**src/rtl/pc_ras_unit.sv**
```systemverilog
// Fetch program counter with IDLE/RUN/HALTED control, redirect priority and a
// circular return-address stack used to predict return targets.
module pc_ras_unit #(
  parameter int unsigned         XLEN      = 32,
  parameter logic [XLEN-1:0]     RESET_VEC = '0,
  parameter int unsigned         INC       = 4,
  parameter int unsigned         RAS_DEPTH = 4,
  localparam int unsigned        CW        = $clog2(RAS_DEPTH) + 1
) (
  input  logic            clk_i,
  input  logic            rst_i,
  input  logic            start_i,
  input  logic            halt_i,
  input  logic            stall_i,
  input  logic            redirect_i,
  input  logic [XLEN-1:0] redirect_pc_i,
  input  logic            call_i,
  input  logic [XLEN-1:0] call_pc_i,
  input  logic            ret_i,
  output logic [XLEN-1:0] pc_o,
  output logic            fetch_vld_o,
  output logic [1:0]      state_o,
  output logic [CW-1:0]   ras_cnt_o,
  output logic            ras_ovf_o,
  output logic            ras_unf_o
);

  localparam int unsigned PW = $clog2(RAS_DEPTH);

  typedef enum logic [1:0] {
    IDLE   = 2'b00,
    RUN    = 2'b01,
    HALTED = 2'b10
  } state_t;

  state_t            state;
  logic [XLEN-1:0]   ras_mem [RAS_DEPTH];
  logic [PW-1:0]     top;
  logic [CW-1:0]     cnt;
  logic [XLEN-1:0]   pc_inc;
  logic              upd_en;
  logic              do_ret;
  logic              do_call;
  logic              ras_empty;
  logic              ras_full;

  assign state_o   = state;
  assign ras_cnt_o = cnt;
  assign pc_inc    = pc_o + XLEN'(INC);
  assign ras_empty = (cnt == '0);
  assign ras_full  = (cnt == CW'(RAS_DEPTH));

  // A PC update happens only in RUN when neither leaving, halting nor stalled;
  // redirect then outranks return, which outranks call.
  assign upd_en  = (state == RUN) && start_i && !halt_i && !stall_i;
  assign do_ret  = upd_en && !redirect_i && ret_i;
  assign do_call = upd_en && !redirect_i && !ret_i && call_i;

  // Stack storage has no reset; validity is tracked by cnt alone.
  always_ff @(posedge clk_i) begin
    if (do_call) begin
      ras_mem[top + PW'(1)] <= pc_inc;
    end
  end

  always_ff @(posedge clk_i) begin
    if (rst_i) begin
      state       <= IDLE;
      pc_o        <= RESET_VEC;
      fetch_vld_o <= 1'b0;
      top         <= '0;
      cnt         <= '0;
      ras_ovf_o   <= 1'b0;
      ras_unf_o   <= 1'b0;
    end else begin
      ras_ovf_o <= 1'b0;
      ras_unf_o <= 1'b0;
      case (state)
        IDLE: begin
          if (start_i) begin
            state       <= RUN;
            fetch_vld_o <= 1'b1;
          end
        end
        RUN: begin
          if (!start_i) begin
            state       <= IDLE;
            fetch_vld_o <= 1'b0;
            pc_o        <= RESET_VEC;
            cnt         <= '0;
          end else if (halt_i) begin
            state       <= HALTED;
            fetch_vld_o <= 1'b0;
          end else if (!stall_i) begin
            if (redirect_i) begin
              pc_o <= redirect_pc_i;
            end else if (ret_i) begin
              if (!ras_empty) begin
                pc_o <= ras_mem[top];
                top  <= top - PW'(1);
                cnt  <= cnt - CW'(1);
              end else begin
                pc_o      <= pc_inc;
                ras_unf_o <= 1'b1;
              end
            end else if (call_i) begin
              // When full, the push lands on the oldest slot and cnt saturates.
              pc_o <= call_pc_i;
              top  <= top + PW'(1);
              if (ras_full) begin
                ras_ovf_o <= 1'b1;
              end else begin
                cnt <= cnt + CW'(1);
              end
            end else begin
              pc_o <= pc_inc;
            end
          end
        end
        HALTED: begin
          if (!start_i) begin
            state       <= IDLE;
            fetch_vld_o <= 1'b0;
            pc_o        <= RESET_VEC;
            cnt         <= '0;
          end else if (!halt_i) begin
            state       <= RUN;
            fetch_vld_o <= 1'b1;
          end
        end
        default: begin
          state       <= IDLE;
          fetch_vld_o <= 1'b0;
          pc_o        <= RESET_VEC;
          cnt         <= '0;
        end
      endcase
    end
  end

  logic unused_do_ret;
  assign unused_do_ret = do_ret;

endmodule
```
**config.mk**
```make
export PLATFORM = sky130hd
export DESIGN_NAME = pc_ras_unit
export DESIGN_NICKNAME = d
export VERILOG_FILES = /design/src/rtl/pc_ras_unit.sv
export SDC_FILE = /design/constraint.sdc
export NUM_CORES = 1
export LEC_CHECK = 0
export CELL_PAD_IN_SITES_DETAIL_PLACEMENT = 0
export CELL_PAD_IN_SITES_GLOBAL_PLACEMENT = 2
export CORE_ASPECT_RATIO = 1.5
export CORE_MARGIN = 4
export CORE_UTILIZATION = 38
export CTS_CLUSTER_DIAMETER = 30
export CTS_CLUSTER_SIZE = 25
export DETAILED_ROUTE_END_ITERATION = 10
export MAX_ROUTING_LAYER = met4
export PLACE_DENSITY_LB_ADDON = 0.25
export RECOVER_POWER = 50
export SLEW_MARGIN = 20
export SYNTH_ARGS = -nofsm -noshare
export SYNTH_HDL_FRONTEND = slang
export SYNTH_SLANG_ARGS = --single-unit
```
**constraint.sdc**
```tcl
create_clock -name clk_i -period 3.45 [get_ports clk_i]
set_input_delay 0.69 -clock clk_i [delete_from_list [all_inputs] [get_ports clk_i]]
set_output_delay 0.69 -clock clk_i [all_outputs]
set_load 0.02 [all_outputs]
```
[Word-level counts from Yosys, hierarchy flattened]
Memories as Yosys holds them, arrays and structs flattened. A register that Yosys moved wholly into a read port is not among the register bits.
Cells that the tools add are included.
Storage, ports and cells
  bits in registers: 42
  memory bits (writable): 128
  input port bits: 72
  output and inout port bits: 40
  word-level logic and storage cells: 94
  memories: 1
Cells by class
  $add $sub $neg: 5
  equal/unequal tests: 14
  muxes and demuxes: 40
  bitwise operators: 8
  reductions and logical operators: 19
Memory list
  ras_mem: depth 4, width 32, rd ports 1, clocked after memory_dff 1, write ports 1, line 37  | logic [XLEN-1:0] ras_mem [RAS_DEPTH];
Operators by type and width (count)
  32-bit 2-to-1 mux: 8
  32-bit case mux with 3 select lines: 1
  32-bit by 3-bit adder with 32-bit output, second input constant: 1
  3-bit 2-to-1 mux: 9
  2-bit 2-to-1 mux: 10
  3-bit != test, second input constant: 5
  4-bit != test, second input constant: 3
  1-bit 2-to-1 mux: 9
  3-bit case mux with 3 select lines: 1
  1-bit NOT: 8
  8-bit AND reduction: 1
  8-bit OR reduction: 1
  7-bit AND reduction: 1
  7-bit OR reduction: 1
  1-bit logical AND: 6
  2-bit != test, second input constant: 3
  2-bit case mux with 3 select lines: 1
  1-bit logical NOT: 4
  4-bit AND reduction: 1
  3-bit by 1-bit adder with 3-bit output, second input constant: 1
  3-bit == test, second input constant: 1
  3-bit logical NOT: 1
  1-bit case mux with 3 select lines: 1
  3-bit AND reduction: 1
  other kinds (7): 7

[Logic depth before layout (Yosys ltp)]
  depth in word-level cells: 9
  mapped depth: 7
  depth with buffers taken out: 6

[Worst setup path before layout]
No wires, ideal clock.
  path type: input -> register
  from: input stall_i
  to: memory ras_mem[0][0] (enable)
  library setup time: 0.392 ns
  arrival: 2.492 ns
  data required time: 3.058 ns
  setup slack: 0.566 ns
  stages on the path: 4
  buffers on the path: 1
  path through: or2_2 nor3_1 clkbuf_1 and3_1
Between the ends
  word-level cells in the longest chain between the ends: 7
RTL lines
  from (decl): line 14  | input logic stall_i,
  1-bit logical NOT
  1-bit logical AND: line 55  | assign upd_en = (state == RUN) && start_i && !halt_i && !stall_i;
  1-bit logical AND (3 in a row): line 57  | assign do_call = upd_en && !redirect_i && !ret_i && call_i;
  1-bit 2-to-1 mux: line 61  | if (do_call) begin
  1-bit 2-to-1 mux (not written as such): line 62  | ras_mem[top + PW'(1)] <= pc_inc;
  to (decl): line 37
Every way passes these cells.

[Worst setup path after layout]
  from: input halt_i
  to: memory ras_mem[0][27] (enable)
Between the ends
  word-level cells in the longest chain between the ends: 8
RTL lines
  from (decl): line 13  | input logic halt_i,
  1-bit logical NOT
  1-bit logical AND (2 in a row): line 55
  1-bit logical AND (3 in a row): line 57
  1-bit 2-to-1 mux: line 61
  1-bit 2-to-1 mux (not written as such): line 62
Every way passes these cells.

==> reports/qor.yml <==
detailed_routing:
  wl_per_cell_um: 24.1
  drc: 0
  wirelength_um: 23200
  first_pass_iters: 5
  via_per_inst: 5.85
  vias: 5636
  postRouteAntennaNets: 0
  drt_iter0_markers: 474
pwr:
  p_per_area_mw_per_mm2: 431
  ir_drop_mv: 0.289
  swShare_pct: 21.7
  intPower_w: 0.00331
  power_w: 0.00423
  clkPwrFrac_pct: 41.7
  p_leak_nw: 3.36
  pwr-share-comb_pct: 5.9
  total_switching_power_w: 0.000919
  p_seq_share_pct: 52.4
clock_network:
  post_cts_buffers: 0
  cts_resized: 0
  clock_path_buffers: 2
  cts_tree: "yes"
  cts_buffers: 17
  clk_pin_slew_ns: 0.06
  clock-sinks: 172
  clockRootBuffer: "clkbuf_16"
  hold_buffers: 0
  clock_latency_ns: 0.43
  cts_max_level: 4
placed_design:
  dp_hpwl_um: 15900
  dp_cells: 931
  gp_congestion: 0.820
  portBuffers: 111
die:
  die_area_mm2: 0.0228
  rows: 63
  die_h_um: 183
  start_util_pct: 38.9
  core_area_mm2: 0.0199
  io_pins: 112
  die_w_um: 125
timing:
  fmax_mhz: 329
  finalSetupTns_ns: 0
  skew_ns: 0.00976
  period_minus_slack_ns: 3.04
  holdWs_ns: 0.536
  hold_viol: 0
  final-setup-viol-count: 0
  fin_crit_sh_pct: 88.1
  slew_headroom_pct: -15.2
  tightest_slew_ns: 1.73
  rsz0062_at_grt: "false"
  drv_slew: 30
setup_path:
  reg2reg_from: "pc_o[2]"
  start_kind: "primary input"
  rr_endpoint: "pc_o[16]"
  endpoint_kind: "register"
  critPathRequiredTime_ns: 3.50
  r2r_slack_ns: 0.73
  cp.arrival_ns: 3.09
  worstPathMaxFanout: 14
  worstSetupPathType: "in2reg"
  worstRegToRegCells: 6
hold_path:
  hold_depth: 0
  hold_path_class: "reg2reg"
  hold_start: "pc_o[0]"
  whs_endpoint: "ras_mem[0][0]"
global_routing:
  grt_pass1_wl_um: 35300
  grt_max_degree: 30
  grt.overflow.total: 0
  antenna_found_initial: 0
  first_global_vias: 5933
  grt_use_total_pct: 21.1
finish:
  diodes: 0
  area_growth_pct: 26.5
  instances_no_fill: 963
  drive_above_1_share_pct: 15.4
  nNetsFinal: 768
logic_synthesis:
  synth-edff-count: 128
  avgSynthCellArea_um2: 13.7
  synth_top_area_cell: "edfxtp_1"
  ys_top_cells_by_area: "edfxtp_1 (50%), dfxtp_1 (11%), mux4_2 (9.3%), a22oi_1 (2.2%), nor2_1 (1.6%)"
  yosys-top-cells-count: "edfxtp_1 (128), dfxtp_1 (44), nor2_1 (33)"
  synth_most_common_cell: "edfxtp_1"
  ys_async_sr_fraction_pct: 0
  ys_seq_elements: 172
  ys_types: 57
  ys_warn_count: 0
  synth_area_mm2: 0.00775
  synthFlopType: "edfxtp_1"
  syn-instance-count: 567
  syn-num-nets: 645
  synth_top_area_share_pct: 49.6
  synth.yosys.seq_area_share_pct: 61.0
outcome:
  status: "complete, but fails checks"
  violations: "max-capacitance violations, max-slew violations"
run:
  maxCapViolCount: 1
final cells by class:
cell class | count | area (um2)
Clock inverter | 8 | 60.1
Multi-Input combinational cell | 349 | 2850
Fill cell | 1762 | 10100
Timing Repair Buffer | 142 | 1330
Tap cell | 260 | 325
Inverter | 8 | 30.0
Clock buffer | 24 | 482
Sequential cell | 172 | 4720
cell families after synthesis:
group           count (synthesis)  share of synthesized area (%)
compound gates                144                           13.7
xor+xnor                       23                           2.60
fa+ha+maj                       6                           1.07
buf+inv                        46                           2.44
flops                         172                           61.0
mux                            33                           9.43
simple gates                  143                           9.75
stage by stage:
stage          util [%]  cell area, um2  worst slack, ns
2_1_floorplan         -            7750            0.566
3_3_place_gp       46.6            9290            0.438
3_5_place_dp       46.6            9290            0.363
4_1_cts            49.3            9830            0.753
5_1_grt            49.2            9800            0.305
6_report           49.2            9800            0.411
cell usage in the layout (no fill, tap or decap), types with 8 or more instances in the layout:
cell type          n
a221o_1            9
clkdlybuf4s50_1   72
dlygate4sd3_1     39
inv_1              8
dfxtp_1           44
edfxtp_1         128
nand2_1           26
or2_2              8
clkbuf_16         17
nor2_1            33
buf_4             23
a22oi_1           23
o22ai_1           12
nor3_1            17
xor2_1            10
clkbuf_1          10
xnor2_1           13
mux4_2            32
o21ai_0           20
o221a_2            8
nand3_1            9
a211oi_1           9
nor4_1             8
a21oi_1           18
power by group through the flow:
stage | Clock (W) | Sequential (W) | Combinational (W)
floorplan | 0 | 0.00226 | 0.0000917
detailed placement | 0 | 0.00226 | 0.000250
CTS | 0.00180 | 0.00221 | 0.000252
global placement | 0 | 0.00226 | 0.000248
finish | 0.00176 | 0.00221 | 0.000248
global route | 0.00188 | 0.00221 | 0.000264
sequential cells by signal (all words and copies together), names as in the netlist, named ones only:
| register | cells |
|---|---|
| ras_unf_o | 1 |
| state_o | 2 |
| ras_ovf_o | 1 |
| top | 2 |
| fetch_vld_o | 1 |
| ras_cnt_o | 3 |
| pc_o | 32 |
| ras_mem | 128 |
worst max-delay path by stage:
stage                                 to  cells past startpoint    start
after floorplan            ras_mem[0][0]                      4  stall_i
after global placement           pc_o[2]                      7   halt_i
after detailed placement         pc_o[2]                      7   halt_i
after CTS                       pc_o[16]                      6  pc_o[2]
after global routing      ras_mem[0][31]                      5  start_i
final                     ras_mem[0][27]                      5   halt_i
critical path, stage by stage:
cell and delay [ns]:
clkdlybuf4s50_1 0.48, or2_2 0.33, nor3_1 0.50, and3_1 0.26, clkbuf_1 0.81
metal layers:
metal	GRT usage, %	vias to the layer above	part of all wire, %
li1	-	2532	-
met1	25.0	2842	40
met2	36.1	220	53
met3	3.64	42	5.7
met4	7.77	0	2.0
met5	-	-	0
No activity file was read; power rests on OpenSTA's default activity.
